## src/rtl/uart_pkg.sv

```systemverilog
// Shared UART constants and baud-controller FSM encoding, common to the TX, RX and baud blocks.
package uart_pkg;

  localparam int unsigned DVSR_MIN     = 2;
  localparam int unsigned DVSR_RST_DEF = 163;  // 50 MHz / (16 * 19200)
  localparam int unsigned OSR_DEF      = 16;

  typedef enum logic [0:0] {
    ST_RUN  = 1'b0,
    ST_PEND = 1'b1
  } baud_state_e;

endpackage

```

## src/rtl/uart_baud_ctrl_if.sv

```systemverilog
// Divisor configuration handshake between the configuration side and the baud controller.
interface uart_baud_ctrl_if #(
  parameter int unsigned N = 8
) ();

  logic         cfg_valid;
  logic [N-1:0] cfg_divisor;
  logic         cfg_ready;
  logic         cfg_err;

  modport master (output cfg_valid, output cfg_divisor, input cfg_ready, input cfg_err);
  modport slave  (input cfg_valid, input cfg_divisor, output cfg_ready, output cfg_err);

endinterface

```

## src/rtl/uart_tick_div.sv

```systemverilog
// Loadable modulo-D counter producing the one-cycle oversampling tick.
module uart_tick_div #(
  parameter int unsigned N = 8
) (
  input  logic         clk,
  input  logic         reset,
  input  logic         en,
  input  logic         clr,
  input  logic [N-1:0] divisor,
  output logic         s_tick
);

  logic [N-1:0] cnt;
  logic [N-1:0] last;

  assign last   = divisor - N'(1);
  assign s_tick = en && (cnt == last);

  // Clear wins over the increment so a divisor change always restarts the period.
  always_ff @(posedge clk) begin
    if (!reset) begin
      cnt <= '0;
    end else if (!en || clr || (cnt == last)) begin
      cnt <= '0;
    end else begin
      cnt <= cnt + N'(1);
    end
  end

endmodule

```

## src/rtl/uart_baud_ctrl.sv

```systemverilog
// Baud-rate controller: owns the divisor, defers updates until the UART is idle, emits s_tick/b_tick.
module uart_baud_ctrl
  import uart_pkg::*;
#(
  parameter int unsigned N        = 8,
  parameter int unsigned DVSR_RST = DVSR_RST_DEF,
  parameter int unsigned OSR      = OSR_DEF
) (
  input  logic             clk,
  input  logic             reset,
  input  logic             en,
  input  logic             uart_busy,
  uart_baud_ctrl_if.slave  cfg,
  output logic             s_tick,
  output logic             b_tick,
  output logic [N-1:0]     cur_divisor
);

  localparam int unsigned OSW = $clog2(OSR);

  baud_state_e    state;
  logic [N-1:0]   shadow;
  logic [OSW-1:0] os_cnt;
  logic           accept;
  logic           apply;

  assign cfg.cfg_ready = (state == ST_RUN);
  assign accept        = cfg.cfg_valid && cfg.cfg_ready;
  assign apply         = (state == ST_PEND) && !uart_busy;

  always_ff @(posedge clk) begin
    if (!reset) begin
      state       <= ST_RUN;
      shadow      <= N'(DVSR_RST);
      cur_divisor <= N'(DVSR_RST);
      cfg.cfg_err <= 1'b0;
    end else begin
      cfg.cfg_err <= 1'b0;
      unique case (state)
        ST_RUN: begin
          if (accept) begin
            if (cfg.cfg_divisor < N'(DVSR_MIN)) begin
              cfg.cfg_err <= 1'b1;
            end else begin
              shadow <= cfg.cfg_divisor;
              state  <= ST_PEND;
            end
          end
        end
        ST_PEND: begin
          if (apply) begin
            cur_divisor <= shadow;
            state       <= ST_RUN;
          end
        end
        default: state <= ST_RUN;
      endcase
    end
  end

  uart_tick_div #(
    .N (N)
  ) u_div (
    .clk     (clk),
    .reset   (reset),
    .en      (en),
    .clr     (apply),
    .divisor (cur_divisor),
    .s_tick  (s_tick)
  );

  // OSR is a power of two, so the natural wrap of os_cnt is the modulo-OSR count.
  always_ff @(posedge clk) begin
    if (!reset) begin
      os_cnt <= '0;
    end else if (!en || apply) begin
      os_cnt <= '0;
    end else if (s_tick) begin
      os_cnt <= os_cnt + OSW'(1);
    end
  end

  assign b_tick = s_tick && (os_cnt == OSW'(OSR - 1));

endmodule

```

## src/flat_wrapper.sv

```systemverilog
// flat-port wrapper written by rule: the top's interface ports become plain ports
module uart_baud_ctrl_flat import uart_pkg::*;
#(
  parameter int unsigned N        = 8,
  parameter int unsigned DVSR_RST = DVSR_RST_DEF,
  parameter int unsigned OSR      = OSR_DEF
)
  (clk, reset, en, uart_busy, s_tick, b_tick, cur_divisor, cfg_cfg_valid, cfg_cfg_divisor, cfg_cfg_ready, cfg_cfg_err);
  uart_baud_ctrl_if #(.N(N)) cfg_i ();
  input  logic clk;
  input  logic reset;
  input  logic en;
  input  logic uart_busy;
  output logic s_tick;
  output logic b_tick;
  output logic [N-1:0] cur_divisor;
  input wire logic [$bits(cfg_i.cfg_valid)-1:0] cfg_cfg_valid;
  input wire logic [$bits(cfg_i.cfg_divisor)-1:0] cfg_cfg_divisor;
  output wire logic [$bits(cfg_i.cfg_ready)-1:0] cfg_cfg_ready;
  output wire logic [$bits(cfg_i.cfg_err)-1:0] cfg_cfg_err;
  assign cfg_i.cfg_valid = cfg_cfg_valid;
  assign cfg_i.cfg_divisor = cfg_cfg_divisor;
  assign cfg_cfg_ready = cfg_i.cfg_ready;
  assign cfg_cfg_err = cfg_i.cfg_err;
  uart_baud_ctrl #(.N(N), .DVSR_RST(DVSR_RST), .OSR(OSR)) u_core (.clk(clk), .reset(reset), .en(en), .uart_busy(uart_busy), .cfg(cfg_i), .s_tick(s_tick), .b_tick(b_tick), .cur_divisor(cur_divisor));
endmodule
```

## config.mk

```make
export PLATFORM = sky130hd
export DESIGN_NAME = uart_baud_ctrl_flat
export DESIGN_NICKNAME = d
export VERILOG_FILES = /design/src/rtl/uart_pkg.sv /design/src/rtl/uart_baud_ctrl_if.sv /design/src/rtl/uart_tick_div.sv /design/src/rtl/uart_baud_ctrl.sv /design/src/flat_wrapper.sv
export SDC_FILE = /design/constraint.sdc
export NUM_CORES = 1
export LEC_CHECK = 0
export ABC_AREA = 1
export ABC_CLOCK_PERIOD_IN_PS = 2900
export CORE_MARGIN = 3
export CORE_UTILIZATION = 60
export DETAILED_ROUTE_END_ITERATION = 10
export DONT_BUFFER_PORTS = 1
export GPL_TIMING_DRIVEN = 0
export HOLD_SLACK_MARGIN = 0.05
export PLACE_DENSITY = 0.76
export SETUP_SLACK_MARGIN = 0.15
export SYNTH_ARGS = -nofsm -noshare
export SYNTH_HDL_FRONTEND = slang
export SYNTH_SLANG_ARGS = --single-unit
```

## constraint.sdc

```tcl
create_clock -name clk -period 2.9 [get_ports clk]
set_clock_uncertainty 0.1 [all_clocks]
set_input_delay 0.725 -clock clk [delete_from_list [all_inputs] [get_ports clk]]
set_output_delay 0.725 -clock clk [all_outputs]
set_load 0.01 [all_outputs]
```

== Word-level counts from Yosys, hierarchy flattened ==
Index checks and enable logic that the tools add are counted.
Word-level totals
  register bits after elaboration: 30
  input bits: 13
  output and inout port bits: 12
Cells by class
  $add $sub $neg: 3
  magnitude comparators: 1
  equal/unequal tests: 2
  muxes and demuxes: 5
  bitwise operators: 4
  reduce and logical (&&, ||, !) cells: 13
Operator list (number)
  $add 8x1->8 const B: 1
  $eq 8x8->1: 1
  $lt 8x2->1 const B: 1
  $sub 8x1->8 const B: 1
  $add 4x1->4 const B: 1
  $eq 4x4->1 const B: 1
  $logic_and 1x1->1: 4
  $mux 1: 4
  $not 1->1: 4
  $reduce_or 2->1: 2
  $reduce_and 3->1: 1
  $reduce_or 3->1: 1
  $logic_not 1->1: 2
  $logic_or 1x1->1: 2
  $pmux 1 s2: 1
  $reduce_and 2->1: 1

== Longest topological paths before layout ==
  depth after elaboration: 5
  depth in mapped cells: 15
  mapped depth without buffers: 15

== By module ==
A second synthesis with hierarchy kept.
Unflattened totals
  cell total of the unflattened synthesis: 230
  area total of the unflattened synthesis: 1621.6 sq um
By module, submodules not included
  uart_baud_ctrl: instances 1, cells each 125, area an instance 968.4 sq um, seq. area each 440.4 sq um
  uart_tick_div: instances 1, cells each 105, area an instance 653.1 sq um, seq. area each 160.2 sq um

== Least setup slack after synthesis ==
No wires, ideal clock.
  kind: flip-flop to output port
  from: reg u_core.cur_divisor[0]
  to: out b_tick
  arrival time: 1732 ps
  setup slack: 343 ps
  cell stages (with the launch flop): 15
  cell sequence: dfxtp_1 inv_2 ha_1 inv_1 nand2_1 nand2_1 nor2_2 nand2_1 nor2_1 nand2_1 nor2_4 nand2_4 nor2_4 nand3_2 nor2_2
Between the ends
  longest elaborated chain between the ends: 4
Ends and longest elaborated chain
  start, declared: RTL line uart_baud_ctrl.sv:16  | output logic [N-1:0] cur_divisor
  start signal, assigned: RTL line uart_baud_ctrl.sv:35  | cur_divisor <= N'(DVSR_RST);
  start signal, assigned: RTL line uart_baud_ctrl.sv:52  | cur_divisor <= shadow;
  $sub 8x1->8: RTL line uart_tick_div.sv:16  | assign last = divisor - N'(1);
  $eq 8x8->1: RTL line uart_tick_div.sv:17  | assign s_tick = en && (cnt == last);
  $logic_and 1x1->1: RTL line uart_tick_div.sv:17
  via s_tick: RTL line flat_wrapper.sv:14  | output logic s_tick;
  $logic_and 1x1->1: RTL line uart_baud_ctrl.sv:83  | assign b_tick = s_tick && (os_cnt == OSW'(OSR - 1));
  end, declared: RTL line flat_wrapper.sv:15  | output logic b_tick;
The timed path passes the listed nets, and every way through them passes these cells.

== Final worst setup path ==
Same ends and word-level chain as after synthesis.

==> results by stage <==
Clocking:
- For the worst-skew pair, the clock arrives at the later sink with an insertion delay of 0.32 ns.
- The number of buffers created by CTS is 5.
- In this run the number of H-tree levels came out at 2.
- The clock sink count is 30.
- TritonCTS built the clock tree.
- The tree is rooted in a clkbuf_4.
- The clock passes through at most 2 buffers.
- Clock-pin slew was measured on the worst setup and hold paths at 0.09 ns.

STA:
- The ratio of final minimum period to clock period is 100%.
- The transition at the pin with the smallest max-transition slack is 0.616 ns.
- The highest attainable clock frequency is 345 MHz.
- The final critical path time including I/O delays and setup is 2.90 ns.
- The worst setup slack after layout is -0.00129 ns.
- Setup violations remaining at the end of the flow were counted as 1.
- The total count of max-transition violations in the final report was 0.
- Headroom to the max-slew limit came out at 58.6%.
- Setup repair after global routing could not meet its margin everywhere.
- The final-report hold violation count is 0.

Layout:
- The layout cell share with drive strength beyond 1 is 17.4%.
- The repair_antennas step left the layout with diodes totalling 0.
- The final instance area is 0.00173 mm2.
- In the final design database the tool counted 257 nets.
- The synthesis-to-finish area growth is 9.34%.

Floorplanning:
- The initial utilization of the core area, before any placement, comes to 67.0%.
- The number of core rows is 17.
- The total area inside the core boundary comes to 0.00236 mm2.
- During I/O placement, the number of pins put on the boundary was 25.
- The horizontal extent of the die is 57.3 um.
- The die covers 0.00329 mm2.
- The height of the die is 57.3 um.

Detailed routing:
- For this run, the detailed router's first-pass iteration total came to 4.
- The average detailed-routed wire length per instance is 12.3 um.
- In this run, the number of DRC markers left after iteration 0 of detailed routing was 46.
- The count of nets left with antenna violations after detail routing is 0.
- The number of vias after detailed routing is 1,463.
- The via density per instance is 5.44.
- For this block, the routed nets add up to 3.30 mm of wire.
- The DRC violation count after routing is 0.

Yosys:
- The synthesized area per cell is 6.88 um2.
- In the synthesized netlist, the number of instances is 230.
- The sequential-to-total area share from yosys stat is 38.0%.
- The synthesized design devotes to its leading area cell type 38.0% of total area.
- Counting distinct cell types in the post-synthesis netlist gives 27.
- The synthesis-stage register bit count is 30.
- For this run, the number of Yosys warnings is 0.
- The library cell with the largest summed area after synthesis is dfxtp_1.
- The area of the mapped netlist is 0.00158 mm2.
- By area the synthesized netlist is led by dfxtp_1, nand2_1, nor2_1, nand3_1, inv_1.
- The net count of the mapped netlist is 246.

Power and ir drop:
- Power spread over the standard cell area amounts to 447 mW/mm2.
- Across the VDD grid, the largest voltage drop is 0.362 mV.
- In this run the static leakage power is 0.000759 uW.
- The overall power after layout is 773 uW.

Global route:
- The total track usage is 21.7%.
- The total grt overflow is 0.
- The number of antenna violations at the first check in global routing is 0.
- The largest net degree at the start of global routing is 11.
- The number of global-route vias before repair was 1,382.
- The first global-routing pass estimated 5.69 mm of wire.

Setup path:
- Data arrives at the worst endpoint at 2.08 ns.
- The critical path is of the flip-flop to output pin type.
- At the worst endpoint, the required time is 2.08 ns.
- STA classifies the critical path endpoint as an output pin.
- Counting cells, the worst reg-to-reg path comes to 15.
- Along the worst path, the maximum fanout reaches 4.
- The kind of start point of the critical path is a flip-flop.

Place:
- The estimated wirelength of the detail-placed design is 2.48 mm.
- The number of port buffers is 0.
- Summing all placed instances gives a cell area of 0.00162 mm2.
- The congestion estimate from routability-driven global placement came to 0.832.

Status:
- The checks that failed: setup timing.
- The flow ran to the end, but the final reports show violations.

Worst hold path:
- The worst hold path class is flip-flop to flip-flop.
- The instance count along the most critical hold path is 1.

Flow run:
- The number of violations of the max-capacitance limit is 0.
[layout by cell type (no fill, tap or decap), drive strengths merged]
| cell type | synthesis | layout |
|---|---|---|
| and3 | 1 | 1 |
| nor3 | 4 | 4 |
| nand3 | 22 | 22 |
| or2 | 1 | 1 |
| nand2 | 63 | 63 |
| nor2 | 36 | 36 |
| a21oi | 11 | 11 |
| xor2 | 4 | 4 |
| clkbuf | 1 | 6 |
| nor4 | 2 | 2 |
| inv | 31 | 31 |
| o21ai | 11 | 11 |
| nor3b | 2 | 2 |
| buf | 0 | 4 |
| clkinv | 1 | 3 |
| o211ai | 4 | 4 |
| ha | 3 | 3 |
| dfxtp | 30 | 30 |
| nand4 | 3 | 3 |
[cell families after synthesis]
| family | share of synthesized area (%) |
|---|---|
| AO/OA/AOI/OAI | 8.86 |
| flip-flops | 38.0 |
| adder cells (fa/ha/maj) | 2.37 |
| buffers and inverters | 7.83 |
| AND/OR/NAND/NOR | 40.7 |
| XOR/XNOR | 2.21 |
[final cells by class]
cell class | count | area, um2
sequential | 30 | 608
clock buffer | 5 | 37.5
fill | 211 | 632
inverter | 32 | 125
clock inverter | 2 | 10.0
timing repair buffer | 4 | 30.0
buffer | 1 | 3.75
tap | 28 | 35.0
multi-input combinational | 167 | 880
[routing by layer]
metal	routed length (um)	share of wire [%]	vias up	GRT usage (%)
li1	-	-	754	-
met1	1430	43	659	25.0
met2	1590	48	41	36.8
met3	205	6.2	9	7.69
met4	74	2.2	0	8.28
met5	0	0	-	0
[through the flow]
stage               setup TNS [ns]  worst slack [ns]  hold WS (ns)  cells  util, %
CTS                        -0.0218           -0.0218         0.370    266     72.0
floorplan                        0             0.343         0.329    230        -
global placement                 0             0.163         0.341    258     68.5
detailed placement               0             0.177         0.347    258     68.5
finish                    -0.00129          -0.00129         0.370    269     73.2
global route                -0.187            -0.187         0.391    269     73.2
[where the power goes]
part / internal [uW] / switching (uW) / leakage [uW]
combinational: 36.8 / 62.7 / 0.000483
clock: 87.0 / 137 / 0.0000308
sequential: 430 / 20.2 / 0.000245
[state kept, by name (all words and copies together) (netlist names)]
signal	flops
u_core.u_div.cnt	8
u_core.state	1
u_core.cfg.cfg_err	1
u_core.shadow	8
u_core.os_cnt	4
u_core.cur_divisor	8
[cell usage after synthesis]
library cell,n
a21oi_1,11
nor3b_2,2
o211ai_1,4
nand2_2,1
xor2_1,4
nor3_2,1
nand2_1,60
nor2_4,2
o21ai_1,2
clkinv_1,1
nor2_2,6
nor3_4,1
inv_2,6
nor4_1,2
ha_1,3
nor2_1,28
nand3_1,20
nor3_1,2
nand3_2,2
nand4_1,3
clkbuf_1,1
dfxtp_1,30
and3_1,1
nand2_4,2
o21ai_0,9
inv_1,25
or2_2,1
[final timing paths]
kind,from,slack [ns],to
min,u_core.u_div.cnt[0],0.37,u_core.u_div.cnt[0]
max,u_core.cur_divisor[0],-0.001,b_tick
min reg2reg,u_core.u_div.cnt[0],0.37,u_core.u_div.cnt[0]
max reg2reg,u_core.cur_divisor[0],0.83,u_core.os_cnt[1]
[critical path: stages (launching register included)]
cell and delay, ns:
dfxtp_4 0.41, inv_6 0.04, ha_4 0.26, inv_2 0.03
nand2_2 0.06, nand2_2 0.04, nor2_2 0.10, nand2_1 0.06
nor2_1 0.10, nand2_1 0.10, nor2_4 0.13, nand2_4 0.09
nor2_4 0.13, nand3_2 0.10, nor2_4 0.11
[what timing repair did]
item | 4_1_cts | 5_1_grt
endpoints found under the setup margin | 2 | 2
resized for setup | 9 | 3
pin swaps | 0 | 0
setup buffers | 1 | 3
hold buffers | 0 | 0
No activity file was read; power rests on OpenSTA's default activity.
